## config.mk

```make
export PLATFORM = sky130hd
export DESIGN_NAME = window_scan_ctrl
export DESIGN_NICKNAME = d
export VERILOG_FILES = /design/src/rtl/window_scan_ctrl_pkg.sv /design/src/rtl/window_scan_ctrl_raster_pos_counter.sv /design/src/rtl/window_scan_ctrl.sv
export SDC_FILE = /design/constraint.sdc
export NUM_CORES = 1
export LEC_CHECK = 0
export BUFFER_PORTS_ARGS = -buffer_cell sky130_fd_sc_hd__buf_4
export CORE_MARGIN = 8
export CORE_UTILIZATION = 40
export CTS_CLUSTER_SIZE = 20
export DETAILED_ROUTE_END_ITERATION = 7
export PLACE_DENSITY_LB_ADDON = 0.15
export SKIP_LAST_GASP = 1
export SLEW_MARGIN = 20
export SYNTH_ARGS = -nofsm -noshare
export SYNTH_HDL_FRONTEND = slang
export SYNTH_SLANG_ARGS = --single-unit
```

## constraint.sdc

```tcl
create_clock -name CLK -period 6.1 [get_ports CLK]
set_clock_uncertainty 0.05 [all_clocks]
set_input_delay 0.915 -clock CLK [delete_from_list [all_inputs] [get_ports CLK]]
set_output_delay 0.915 -clock CLK [all_outputs]
set_load 0.1 [all_outputs]
```

## src/rtl/window_scan_ctrl_pkg.sv

```systemverilog
// -----------------------------------------------------------------------------
// window_scan_ctrl_pkg
// Shared definitions for the frame raster-read controller: default frame
// geometry, the scan state encoding and a small state decode helper.
// -----------------------------------------------------------------------------
package window_scan_ctrl_pkg;

    // Default frame geometry (pixels per row, rows per frame).
    localparam int DEF_IMG_W = 8;
    localparam int DEF_IMG_H = 4;

    typedef enum logic [1:0] {
        ST_IDLE  = 2'd0,
        ST_READ  = 2'd1,
        ST_DRAIN = 2'd2,
        ST_DONE  = 2'd3
    } scan_state_e;

    // The controller is busy while reads are issued or the last one is landing.
    function automatic logic is_busy(input scan_state_e s);
        return (s == ST_READ) || (s == ST_DRAIN);
    endfunction

endpackage

```

## src/rtl/window_scan_ctrl_raster_pos_counter.sv

```systemverilog
// -----------------------------------------------------------------------------
// raster_pos_counter
// Column/row position of the pixel currently delivered to the window.
// Column wraps IMG_W-1 -> 0 and the row increments on that wrap.
//   CLK      in   clock, rising edge
//   rst_n    in   synchronous reset, active-low
//   clear    in   restart at (0,0) (frame start)
//   advance  in   step to the next raster position
//   row      out  current row
//   col      out  current column
// -----------------------------------------------------------------------------
module raster_pos_counter #(
    parameter int IMG_W = 8,
    parameter int COL_W = 8,
    parameter int ROW_W = 8
) (
    input  logic             CLK,
    input  logic             rst_n,
    input  logic             clear,
    input  logic             advance,
    output logic [ROW_W-1:0] row,
    output logic [COL_W-1:0] col
);

    localparam logic [COL_W-1:0] LAST_COL = COL_W'(IMG_W - 1);

    logic [COL_W-1:0] col_q, col_d;
    logic [ROW_W-1:0] row_q, row_d;

    always_comb begin
        // NOTE: defaults first so every path assigns both signals; no latches.
        col_d = col_q;
        row_d = row_q;
        if (clear) begin
            col_d = '0;
            row_d = '0;
        end else if (advance) begin
            if (col_q == LAST_COL) begin
                col_d = '0;
                row_d = row_q + ROW_W'(1);
            end else begin
                col_d = col_q + COL_W'(1);
            end
        end
    end

    // NOTE: state registers use non-blocking assignments so every flop samples
    // pre-edge values regardless of block ordering.
    always_ff @(posedge CLK) begin
        if (!rst_n) begin
            col_q <= '0;
            row_q <= '0;
        end else begin
            col_q <= col_d;
            row_q <= row_d;
        end
    end

    assign row = row_q;
    assign col = col_q;

endmodule

```

## src/rtl/window_scan_ctrl.sv

```systemverilog
// -----------------------------------------------------------------------------
// window_scan_ctrl
// Sequences the raster read of one frame from external image memory into the
// 3x3 window datapath and flags cycles on which the window holds a complete
// neighbourhood (centre at pix_row-1, pix_col-1).
//   CLK        in   clock, rising edge
//   rst_n      in   synchronous reset, active-low
//   start      in   frame request, sampled only in IDLE
//   pause      in   stalls issuing of new reads while high
//   ena        out  memory read enable
//   addr       out  memory read address
//   pix_valid  out  memory data valid (fixed 1-cycle read latency)
//   pix_row    out  row of the pixel qualified by pix_valid
//   pix_col    out  column of the pixel qualified by pix_valid
//   win_valid  out  window holds a full 3x3 neighbourhood
//   busy       out  high in READ or DRAIN
//   done       out  one-cycle pulse at frame end
// -----------------------------------------------------------------------------
module window_scan_ctrl
    import window_scan_ctrl_pkg::*;
#(
    parameter int IMG_W  = DEF_IMG_W,
    parameter int IMG_H  = DEF_IMG_H,
    parameter int ADDR_W = 16,
    parameter int COL_W  = 8,
    parameter int ROW_W  = 8
) (
    input  logic              CLK,
    input  logic              rst_n,
    input  logic              start,
    input  logic              pause,
    output logic              ena,
    output logic [ADDR_W-1:0] addr,
    output logic              pix_valid,
    output logic [ROW_W-1:0]  pix_row,
    output logic [COL_W-1:0]  pix_col,
    output logic              win_valid,
    output logic              busy,
    output logic              done
);

    localparam logic [ADDR_W-1:0] LAST_ADDR = ADDR_W'(IMG_W * IMG_H - 1);

    scan_state_e       state_q, state_d;
    logic [ADDR_W-1:0] addr_q, addr_d;
    logic              pix_valid_q, busy_q, done_q;
    logic              frame_start;

    // pause must gate the read in the same cycle, so ena is decoded from the
    // registered state rather than registered itself.
    assign ena         = (state_q == ST_READ) && !pause;
    assign frame_start = (state_q == ST_IDLE) && start;

    always_comb begin
        state_d = state_q;
        addr_d  = addr_q;
        unique case (state_q)
            ST_IDLE: begin
                if (start) begin
                    state_d = ST_READ;
                    addr_d  = '0;
                end
            end
            ST_READ: begin
                if (ena) begin
                    addr_d = addr_q + ADDR_W'(1);
                    if (addr_q == LAST_ADDR) state_d = ST_DRAIN;
                end
            end
            ST_DRAIN: state_d = ST_DONE;
            ST_DONE:  state_d = ST_IDLE;
            default:  state_d = ST_IDLE;
        endcase
    end

    always_ff @(posedge CLK) begin
        if (!rst_n) begin
            state_q     <= ST_IDLE;
            addr_q      <= '0;
            pix_valid_q <= 1'b0;
            busy_q      <= 1'b0;
            done_q      <= 1'b0;
        end else begin
            state_q     <= state_d;
            addr_q      <= addr_d;
            pix_valid_q <= ena;
            busy_q      <= is_busy(state_d);
            done_q      <= (state_d == ST_DONE);
        end
    end

    raster_pos_counter #(
        .IMG_W (IMG_W),
        .COL_W (COL_W),
        .ROW_W (ROW_W)
    ) u_pos (
        .CLK     (CLK),
        .rst_n   (rst_n),
        .clear   (frame_start),
        .advance (pix_valid_q),
        .row     (pix_row),
        .col     (pix_col)
    );

    assign addr      = addr_q;
    assign pix_valid = pix_valid_q;
    assign busy      = busy_q;
    assign done      = done_q;

    // Border pixels never complete a neighbourhood.
    assign win_valid = pix_valid_q && (pix_row >= ROW_W'(2)) && (pix_col >= COL_W'(2));

endmodule

```

==> flow_summary.yaml, run 1 <==
synthesis:
  ys_seq_elements: 37
  synth_top_area_cell: "dfxtp_1"
  synth_top_cell_area_share_pct: 43.3
  ys_warn_count: 0
  synth_cell_type_count: 34
  avgSynthCellArea_um2: 8.56
  synth_cells: 200
  netlist_area_mm2: 0.00171
  ys_seq_area_share_pct: 43.3
  yosys-top-cells-area: "dfxtp_1 43%, nor2_1 5.3%, xnor2_1 4.6%"
  synth_nets: 209
pwr:
  ir_worst_vdd_mv: 0.119
  leakagePower_uw: 0.000836
  power_density_mw_per_mm2: 242
  p_total_uw: 527
floorplanning:
  die_w_um: 81.4
  ios: 41
  dieArea_mm2: 0.00663
  start_util_pct: 42.2
  die_h_um: 81.4
  num_rows: 23
  core-area_mm2: 0.00406
detailed_routing:
  vias_per_cell: 5.23
  wl_per_cell_um: 13.4
  drc: 0
  ant_nets: 0
  vias: 1517
  drtIter0Drc: 46
  wl_um: 3890
  drt-pass1-iter-count: 4
place:
  dp_hpwl_um: 2830
  portBuffers: 40
  finalWeightedCongestion: 0.757
  postPlaceCellArea_mm2: 0.00204
timing:
  min_period_ns: 2.87
  tightest_slew_ns: 0.904
  fin_crit_sh_pct: 47.0
  hold_viol: 0
  setup_viol: 0
  slew_headroom_pct: 39.7
  grt_setup_unrepaired: "no"
  tns_ns: 0
  drv_slew: 0
  fmax_mhz: 349
clocking:
  post_cts_resized: 0
  htree_num_levels: 2
  cts_buffers: 5
  max-clock-path-buffers: 2
  cts_sinks: 37
  insertion_delay_ns: 0.29
  cts_hold_buf: 0
  clk_pin_slew_ns: 0.07
  cts_tree: "built"
  root_buffer: "clkbuf_8"
  post_cts_buffers: 0
layout:
  layout_commonest_cell: "buf_4"
  fill_cells: 415
  final_cell_mix: "40 x buf_4, 37 x dfxtp_1, 24 x nor2_1"
  drive_gt1_share_pct: 21.3
  num_antenna_cells: 0
  layout.nets: 248
  syn2layout_area_growth_pct: 27.2
  design_area_mm2: 0.00218
setup_path:
  crit_top_cell: "buf_4"
  path_cells: "buf_4 -> nor3b_1 -> buf_4"
  path_class: "in -> out"
  slowest_stage: "nor3b_1"
  cpPeakStageDelay_ns: 0.48
  cp_top_family: "buffers and inverters"
  cp_num_buf_inv: 2
  crit_arrival_ns: 1.90
  path_max_fanout: 5
  crit_path_start_kind: "input pin"
  required_ns: 5.13
  endpoint_kind: "output port"
flow_run:
  maxCapViolations: 0
global_routing:
  antenna_found_initial: 0
  grt_use_total_pct: 12.3
  grt_pass1_vias: 1377
  grt_max_degree: 25
  grt-ovfl-total: 0
  grt_pass1_wl_um: 6330
worst_hold_path:
  hold_class: "reg -> reg"
run_status:
  status: "complete, no violations"
[Yosys cell counts, drive strengths merged]
library cell / count
a211oi: 2
a21boi: 1
a21oi: 11
a311oi: 1
a31oi: 1
and2: 4
and3: 5
and4: 2
buf: 1
clkbuf: 7
dfxtp: 37
ha: 5
inv: 6
mux2i: 1
nand2: 11
nand2b: 2
nand3: 10
nand4: 8
nand4b: 1
nor2: 24
nor2b: 3
nor3: 3
nor3b: 2
nor4: 6
o21a: 2
o21ai: 10
o21ba: 1
o31a: 1
o31ai: 2
or3: 8
or4: 6
xnor2: 9
xor2: 7
[worst min-delay path: stages, from the launching register on]
cell and delay (ns):
dfxtp_1 0.33, nand2_1 0.06, a21boi_0 0.06
[layout make-up]
type	instances	area, um^2	area share [%]
multi-input cells	149	917	42.1
flip-flops and latches	37	741	34.0
repair buffers	40	300	13.8
clock buffers	5	68.8	3.16
clock inverters	3	65.1	2.99
well taps	50	62.6	2.87
inverters	6	22.5	1.03
[sequential cells by signal, summed over array words and instances (netlist names)]
name	cells
addr	16
busy	1
done	1
pix_valid	1
state_q	2
u_pos.col	8
u_pos.row	8
[stage by stage]
stage	utilization (%)	setup WS, ns	hold WS (ns)	cells
final	53.7	3.23	0.443	290
after global routing	53.7	3.08	0.471	290
after CTS	53.7	3.20	0.450	290
after detailed placement	50.4	3.24	0.440	282
after floorplan	-	1.85	0.468	200
after global placement	50.4	3.28	0.438	282
[final timing paths]
check	start	to	slack, ns	depth (start not counted)
setup reg to reg	u_pos.col[4]$_SDFFE_PP0P_	u_pos.row[6]$_SDFFE_PP0P_	3.79	4
setup / recovery	pause	ena	3.23	3
hold reg to reg	addr[1]$_SDFFE_PN0P_	addr[1]$_SDFFE_PN0P_	0.44	2
hold / removal	addr[1]$_SDFFE_PN0P_	addr[1]$_SDFFE_PN0P_	0.44	2
[power breakdown]
group | switching (uW) | total [uW] | leakage (uW) | internal [uW]
Combinational | 24.0 | 31.4 | 0.000469 | 7.36
Clock | 87.7 | 250 | 0.0000681 | 162
Sequential | 2.47 | 246 | 0.000299 | 243
[routing by layer]
layer / GRT usage (%) / up-vias / routed length, um
li1: - / 791 / -
met3: 3.82 / 7 / 268
met1: 13.9 / 688 / 1780
met4: 6.96 / 0 / 79
met2: 20.2 / 31 / 1760
met5: 0 / - / 0
[kinds of logic (layout without fill, tap and decap cells)]
group,count (synthesis),in the layout,share of synthesized area [%]
mux,1,1,0.585
buf+inv,14,54,3.14
compound gates,32,32,11.3
fa+ha+maj,5,5,3.65
flops,37,37,43.3
simple gates,95,95,29.9
xor+xnor,16,16,8.19
Note: power is estimated with default switching activity, not from simulation.
==> run 2, diff against run 1 <==
==> constraint.sdc (replaced) <==
create_clock -name CLK -period 2.7 [get_ports CLK]
set_clock_uncertainty 0.05 [all_clocks]
set_input_delay 0.405 -clock CLK [delete_from_list [all_inputs] [get_ports CLK]]
set_output_delay 0.405 -clock CLK [all_outputs]
set_load 0.1 [all_outputs]
==> run 2 against run 1 <==
  * Clock-buffer cell count is 3 higher
  * Critical endpoint is now win_valid
  * Critical path type is now reg -> out
  * Hold slack worse by 0.11 ns
  * Utilization decreased by 0.49 points
  * Cell area fell by 0.92%
==> flow_summary.yaml, run 2 (synthesis gave the netlist of run 1 again) <==
run_status:
  status: "complete, no violations"
place:
  dp_hpwl_um: 3010
  pre_cts_ws_ns: 0.436
  portBuffers: 40
  dp.cells: 285
  finalWeightedCongestion: 0.758
timing:
  drv_slew: 0
  tns_ns: 0
  tightest_slew_ns: 0.470
  fin_crit_sh_pct: 88.3
  setup_ws_ns: 0.315
  fmax_mhz: 419
  slew_headroom_pct: 68.5
  setup_viol: 0
  grt_setup_unrepaired: "no"
  hold_viol: 0
  min_period_ns: 2.38
pwr:
  ir_worst_vdd_mv: 0.316
  power_density_mw_per_mm2: 466
  switching_share_pct: 25.0
  p_switching_uw: 251
  clkPwrFrac_pct: 37.1
  p_total_uw: 1000
  combPwrFrac_pct: 7.7
  leakagePower_uw: 0.000825
  power_frac_seq_pct: 55.2
  p_int_uw: 753
global_routing:
  grt_max_degree: 16
  grt_pass1_wl_um: 6760
  grt_pass1_vias: 1552
  grt-ovfl-total: 0
  antenna_found_initial: 0
  grt_use_total_pct: 13.0
setup_path:
  slowest_stage: "dfxtp_1"
  path_max_fanout: 7
  r2r_start: "u_pos.col[4]$_SDFFE_PP0P_"
  cp-startpoint: "u_pos.row[0]$_SDFFE_PP0P_"
  required_ns: 2.25
  r2r_end: "u_pos.row[6]$_SDFFE_PP0P_"
  crit_path_start_kind: "flip-flop"
  path_cells: "inv_1 -> ha_1 -> or4_1 -> o21ai_0 -> a21oi_2 -> buf_4"
  r2r_cells: 4
  endpoint_kind: "output port"
  cpPeakStageDelay_ns: 0.46
  path_class: "reg -> out"
  crit_arrival_ns: 1.93
  r2r_setup_slack_ns: 0.42
detailed_routing:
  drt-pass1-iter-count: 6
  vias: 1563
  drtIter0Drc: 69
  wl_um: 4100
  ant_nets: 0
  wl_per_cell_um: 14.0
  drc: 0
  vias_per_cell: 5.33
floorplanning:
  ios: 41
  die_w_um: 81.4
  start_util_pct: 42.2
  die_h_um: 81.4
  dieArea_mm2: 0.00663
  core-area_mm2: 0.00406
  num_rows: 23
worst_hold_path:
  hold_class: "in -> reg"
  min_from: "rst_n"
  whs_endpoint: "state_q[1]$_SDFF_PN0_"
  min_path_cells: 2
layout:
  drive_gt1_share_pct: 22.6
  layout.nets: 251
  final_cell_mix: "43 x buf_4, 35 x dfxtp_1, 24 x nor2_1"
  largest_reg_flops: 16
  syn2layout_area_growth_pct: 26.0
  fin_cells: 293
  num_antenna_cells: 0
  layout_commonest_cell: "buf_4"
clocking:
  post_cts_resized: 0
  cts_sinks: 37
  insertion_delay_ns: 0.29
  root_buffer: "clkbuf_8"
  htree_num_levels: 2
  cts_buffers: 5
  post_cts_buffers: 0
  clk_pin_slew_ns: 0.07
  max-clock-path-buffers: 2
  cts_tree: "built"
  cts_hold_buf: 0
flow_run:
  maxCapViolations: 0
-- run 2: worst max path at each step --
stage	cells after the start	slack (ns)	end
global placement	4	0.47	u_pos.row[7]$_SDFFE_PP0P_
global route	6	0.21	win_valid
detailed placement	4	0.44	u_pos.row[7]$_SDFFE_PP0P_
CTS	6	0.31	win_valid
finish	6	0.32	win_valid
floorplan	4	-0.09	win_valid
-- run 2: cell type report --
type	count	area (um^2)
fill	391	1900
sequential	37	743
tap	50	62.6
clock buffer	8	80.1
inverter	6	22.5
multi-input combinational	149	926
timing repair buffer	43	323
-- run 2: through the flow --
step	instance area [um^2]	hold slack (ns)	util, %
4_1_cts	2160	0.326	53.2
3_5_place_dp	2080	0.448	51.2
6_report	2160	0.333	53.2
2_1_floorplan	1720	0.467	-
3_3_place_gp	2080	0.446	51.2
5_1_grt	2160	0.340	53.2
-- run 2: layer usage --
metal | share of wire (%) | vias to the layer above | wire, um | GRT usage (%)
met4 | 1.5 | 0 | 62 | 7.50
met1 | 45 | 727 | 1840 | 14.1
met5 | 0 | - | 0 | 0
met3 | 8.4 | 6 | 344 | 4.59
met2 | 45 | 36 | 1850 | 21.7
li1 | - | 794 | - | -
-- run 2: worst max-delay path: cells and delay by family (launching register included) --
family          cells  cell delay (ns)
buf+inv             2             0.31
fa+ha+maj           1             0.19
simple gates        1             0.40
flops               1             0.46
compound gates      2             0.29
-- run 2: power groups by stage --
stage               Sequential (uW)  Combinational [uW]  Clock (uW)
floorplan                       592                31.1           0
global placement                567                77.6           0
detailed placement              568                77.8           0
CTS                             555                78.1         386
global route                    555                81.8         410
finish                          555                77.3         372
